[src/rtl/fp_normalizer.sv]
// fp_normalizer
//   Normalizes the raw mantissa sum of a floating-point adder into an
//   IEEE-754 single-precision word. A carry-out is folded back with one right
//   shift during capture. A leading-zero mantissa is shifted left one bit per
//   cycle in SHIFT until the hidden bit is set.
//
//   Ports
//     clk, rst              rising-edge clock, asynchronous active-high reset
//     in_valid / in_ready   operand handshake (ready only while IDLE)
//     in_sign, in_exp       sign and biased exponent of the raw sum
//     in_mant[24:0]         raw mantissa: bit24 carry-out, bit23 hidden bit
//     out_valid / out_ready result handshake (valid only while DONE)
//     out_result[31:0]      {sign, exp, frac}
//     out_zero/ovf/unf      exact zero / overflow to inf / underflow flush
//
//   Build option
//     FP_NORMALIZER_ROUND_EN  round-to-nearest-even on the bit dropped by the
//                             carry-out right shift (default: truncate)
//
//   state | meaning
//   IDLE  | waiting for an operand; in_ready = 1
//   SHIFT | left-normalizing one bit per cycle
//   DONE  | result held on the outputs until out_ready
module fp_normalizer #(
  parameter int EXP_W  = 8,
  parameter int FRAC_W = 23
) (
  input  logic                    clk,
  input  logic                    rst,
  input  logic                    in_valid,
  output logic                    in_ready,
  input  logic                    in_sign,
  input  logic [EXP_W-1:0]        in_exp,
  input  logic [FRAC_W+1:0]       in_mant,
  output logic                    out_valid,
  input  logic                    out_ready,
  output logic [EXP_W+FRAC_W:0]   out_result,
  output logic                    out_zero,
  output logic                    out_ovf,
  output logic                    out_unf
);

  typedef enum logic [1:0] {
    IDLE  = 2'd0,
    SHIFT = 2'd1,
    DONE  = 2'd2
  } state_t;

  state_t      state_q, state_d;
  logic        sign_q, sign_d;
  logic [7:0]  exp_q, exp_d;
  // Only the stored fraction is kept; in SHIFT the hidden bit is known to be 0.
  logic [22:0] frac_q, frac_d;
  logic        zero_q, zero_d;
  logic        ovf_q, ovf_d;
  logic        unf_q, unf_d;

  // Carry-out path: fraction and exponent after the right shift (and rounding).
  logic [22:0] rs_frac;
  logic [8:0]  rs_exp;
`ifdef FP_NORMALIZER_ROUND_EN
  logic [24:0] rnd_sum;
`endif

  always_comb begin
    rs_frac = in_mant[23:1];
    rs_exp  = {1'b0, in_exp} + 9'd1;
`ifdef FP_NORMALIZER_ROUND_EN
    // Guard bit is in_mant[0], LSB after the shift is in_mant[1]; a tie only
    // rounds up toward an even LSB.
    rnd_sum = {1'b0, in_mant[24:1]} + {24'd0, in_mant[0] & in_mant[1]};
    if (rnd_sum[24]) begin
      rs_frac = rnd_sum[23:1];
      rs_exp  = {1'b0, in_exp} + 9'd2;
    end else begin
      rs_frac = rnd_sum[22:0];
    end
`endif
  end

  always_comb begin
    state_d = state_q;
    sign_d  = sign_q;
    exp_d   = exp_q;
    frac_d  = frac_q;
    zero_d  = zero_q;
    ovf_d   = ovf_q;
    unf_d   = unf_q;

    case (state_q)
      IDLE: begin
        if (in_valid) begin
          sign_d  = in_sign;
          zero_d  = 1'b0;
          ovf_d   = 1'b0;
          unf_d   = 1'b0;
          state_d = DONE;
          if (in_mant == 25'd0) begin
            sign_d = 1'b0;
            exp_d  = 8'h00;
            frac_d = 23'd0;
            zero_d = 1'b1;
          end else if (in_mant[24]) begin
            if (rs_exp >= 9'd255) begin
              exp_d  = 8'hFF;
              frac_d = 23'd0;
              ovf_d  = 1'b1;
            end else begin
              exp_d  = rs_exp[7:0];
              frac_d = rs_frac;
            end
          end else if (in_exp == 8'h00) begin
            // A zero exponent cannot hold a normalized value.
            exp_d  = 8'h00;
            frac_d = 23'd0;
            unf_d  = 1'b1;
          end else if (in_exp == 8'hFF) begin
            exp_d  = 8'hFF;
            frac_d = 23'd0;
            ovf_d  = 1'b1;
          end else begin
            exp_d  = in_exp;
            frac_d = in_mant[22:0];
            if (!in_mant[23]) begin
              state_d = SHIFT;
            end
          end
        end
      end

      SHIFT: begin
        if (exp_q == 8'h01) begin
          // One more shift would drive the exponent to 0: flush instead.
          exp_d   = 8'h00;
          frac_d  = 23'd0;
          unf_d   = 1'b1;
          state_d = DONE;
        end else begin
          exp_d  = exp_q - 8'd1;
          frac_d = {frac_q[21:0], 1'b0};
          if (frac_q[22]) begin
            state_d = DONE;
          end
        end
      end

      DONE: begin
        if (out_ready) begin
          state_d = IDLE;
        end
      end

      default: state_d = IDLE;
    endcase
  end

  always_ff @(posedge clk or posedge rst) begin
    if (rst) begin
      state_q <= IDLE;
      sign_q  <= 1'b0;
      exp_q   <= 8'h00;
      frac_q  <= 23'd0;
      zero_q  <= 1'b0;
      ovf_q   <= 1'b0;
      unf_q   <= 1'b0;
    end else begin
      state_q <= state_d;
      sign_q  <= sign_d;
      exp_q   <= exp_d;
      frac_q  <= frac_d;
      zero_q  <= zero_d;
      ovf_q   <= ovf_d;
      unf_q   <= unf_d;
    end
  end

  assign in_ready   = (state_q == IDLE);
  assign out_valid  = (state_q == DONE);
  assign out_result = {sign_q, exp_q, frac_q};
  assign out_zero   = zero_q;
  assign out_ovf    = ovf_q;
  assign out_unf    = unf_q;

endmodule

[config.mk]
export PLATFORM = sky130hd
export DESIGN_NAME = fp_normalizer
export DESIGN_NICKNAME = d
export VERILOG_FILES = /design/src/rtl/fp_normalizer.sv
export SDC_FILE = /design/constraint.sdc
export NUM_CORES = 1
export LEC_CHECK = 0
export ABC_CLOCK_PERIOD_IN_PS = 2050
export BUFFER_PORTS_ARGS = -buffer_cell sky130_fd_sc_hd__buf_4
export CAP_MARGIN = 10
export CELL_PAD_IN_SITES_DETAIL_PLACEMENT = 1
export CELL_PAD_IN_SITES_GLOBAL_PLACEMENT = 1
export CORE_MARGIN = 5
export CORE_UTILIZATION = 38
export DETAILED_ROUTE_END_ITERATION = 10
export PLACE_DENSITY = 0.84
export SYNTH_ARGS = -nofsm -noshare
export SYNTH_HDL_FRONTEND = slang
export SYNTH_SLANG_ARGS = --single-unit
[constraint.sdc]
create_clock -name clk -period 2.05 [get_ports clk]
set_input_delay 0.3075 -clock clk [delete_from_list [all_inputs] [get_ports clk]]
set_output_delay 0.3075 -clock clk [all_outputs]
set_load 0.05 [all_outputs]
==> metrics.txt <==
outcome completed; Top Layer Used met4; Residual DRC 0; Yosys warnings 0; worst slack, placed 10.0 ps; Switch Pwr 2.71 mW; Sequential Power Share 27.4%; CTS Sinks 37; HP Class input pin to async pin; DP HPWL 6640 µm; clock buffer depth 2; via/cell ratio 6.02; Comb power frac 59.4%; Top delay family on crit path simple AND/OR/NAND/NOR gates; post-synth cell types 45; Synth-to-Final Area Change 32.6%; # setup viols final 0; GRT Residual Overflow 0; port bufs 74; cell with the most instances after synthesis dfrtp_1; Worst-Margin Slew 501 ps; antenna violations before repair 0; skew final 8.16 ps; number of setup buffers added after CTS 0; layout cell share with drive strength beyond 1 31.6%; top cell type's share of synthesized area 36.7%; Metal-1 WL 3910 µm; worst path required time 2210 ps; synth top area cells dfrtp_1, a2bb2oi_1, a22oi_1; initial drt markers 182; unrepaired setup endpoints after global routing false; max-cap viol count 0; clock-pin slew on the worst setup and hold paths 80 ps; # rows 29; CP Class flip-flop to flip-flop; global-route wire length before repair 14800 µm; internal power 2.47 mW; Pwr Density 1550 nW/µm²; reg2reg path depth 6; Die H 91.4 µm; DRT antenna net count 0; register area 927 µm²; vias in the first global route 2903; die area 8360 µm²; clock power share 13.2%; met2 routed WL 4390 µm; Post-synth EDFFs 0; startpoint types flip-flop; Final Hold Fails 0; GRT Total Usage 21.1%; routability cong. 0.876; top cells by count, synth dfrtp_1, nand2_1, o21ai_0; crit-path cells nor3_1 -> and4b_1 -> nor2_1 -> buf_12 -> a22oi_1 -> o21ai_0; Multi-input gate area 1430 µm²; FFs w/ async S/R, synth 100%; Cells after Synth 294; slew margin rel. 66.6%; Initial Util 39.5%; largest net degree at the start of global routing 38; Routed wire per std cell 19.8 µm; CTS tree built; H-tree Lvls 2; worst IR drop on VDD 977 µV; Seq cells post-synth 37; min Tclk post-route 1860 ps; setup TNS 0 ps; Slowest-stage cell, CP dfrtp_1; CP Max Fanout 22; static leakage 1.54 nW; worst reg2reg endpoint frac_q[1]$_DFFE_PP0P_; syn_area_per_cell 8.57 µm²; Post-Syn Nets 337; Top Ports 75; origin of the critical flop-to-flop path exp_q[2]$_DFFE_PP0P_; Nets 415; Most used DFF post-synth dfrtp_1; internal reg-to-reg setup slack 190 ps; synthesized cell area 2520 µm²; routed vias 2708; core area 6390 µm²; Root Driver clkbuf_8; overall power 5.18 mW; CP endpoint kind flip-flop; CTS resizes 0; ant diodes 0; DRT Pass-1 Iters 4; WP data arrival 2020 ps; Critical Path Max Stage Delay 450 ps; worst setup margin 190 ps; met3 wire length 452 µm; Util after Layout 52.3%; Die W 91.4 µm; CTS buffer count 5; final worst-path cycle share 90.7%; sw frac 52.2%; Final Max Slew Viols 0; Fill cells 771; Seq/Total Area, Yosys 36.7%; hold buffers post-CTS 0; clk_lat worst skew 300 ps; CP bufs+invs 1; fmax 538 MHz; total wire length 8890 µm; top cell type by total area after synthesis dfrtp_1
## per-stage QoR
step           cells  area, µm²  hold WS [ps]
4_1_cts          450       3340           151
6_report         450       3340           131
2_1_floorplan    294       2520           451
3_5_place_dp     442       3220           469
5_1_grt          450       3340           181
3_3_place_gp     442       3220           465
## cells by family after synthesis
family,after synthesis,synth area share [%]
compound gates,113,31.0
simple gates,99,20.1
flops,37,36.7
buf+inv,32,6.50
mux,5,2.13
fa+ha+maj,5,2.48
xor+xnor,3,1.04
## cells in the final DEF (no fill, tap or decap), types with 7 or more instances in the layout
master,count
o21ai_0,35
nor3_1,8
a2bb2oi_1,23
inv_1,8
dfrtp_1,36
a22oi_1,24
nor4_1,8
nand2_1,36
nand4_1,7
buf_4,93
nor2_1,14
## final cells by class
class | instances | share of cell area [%]
inverter | 8 | 0.899
multi-input combinational | 225 | 42.8
clock inverter | 2 | 1.12
timing repair buffer | 95 | 22.1
clock buffer | 6 | 2.47
sequential | 37 | 27.7
tap | 77 | 2.88
## metal layers
| metal | vias to the layer above | GRT usage (%) |
|---|---|---|
| met5 | - | 0 |
| met4 | 0 | 5.62 |
| met3 | 15 | 4.79 |
| met2 | 78 | 34.2 |
| met1 | 1360 | 28.3 |
| li1 | 1255 | - |
## tightest hold or removal path, delay by kind of cell
family | cells | cell delay, ps
buf+inv | 3 | 570
## power by group through the flow
stage	Combinational (mW)	Clock, mW	Sequential, mW
floorplan	1.04	0	2.40
global placement	3.02	0	1.40
detailed placement	3.08	0	1.42
CTS	3.10	0.687	1.42
global route	3.27	0.725	1.47
finish	3.08	0.684	1.42
## registers in the layout (all words and copies together), names as in the netlist
name      cells
exp_q         8
out_ovf       1
out_unf       1
out_zero      1
state_q       2
frac_q       23
sign_q        1
## how the worst max path moves through the flow
stage / start / end / depth (start not counted)
detailed placement: in_exp[0] / frac_q[22]$_DFFE_PP0P_ / 9
global placement: in_exp[0] / frac_q[4]$_DFFE_PP0P_ / 9
global route: exp_q[2]$_DFFE_PP0P_ / frac_q[8]$_DFFE_PP0P_ / 6
floorplan: in_exp[0] / frac_q[2]$_DFFE_PP0P_ / 9
CTS: exp_q[2]$_DFFE_PP0P_ / frac_q[1]$_DFFE_PP0P_ / 6
finish: exp_q[2]$_DFFE_PP0P_ / frac_q[1]$_DFFE_PP0P_ / 6
(Power assumes the default switching activity.)
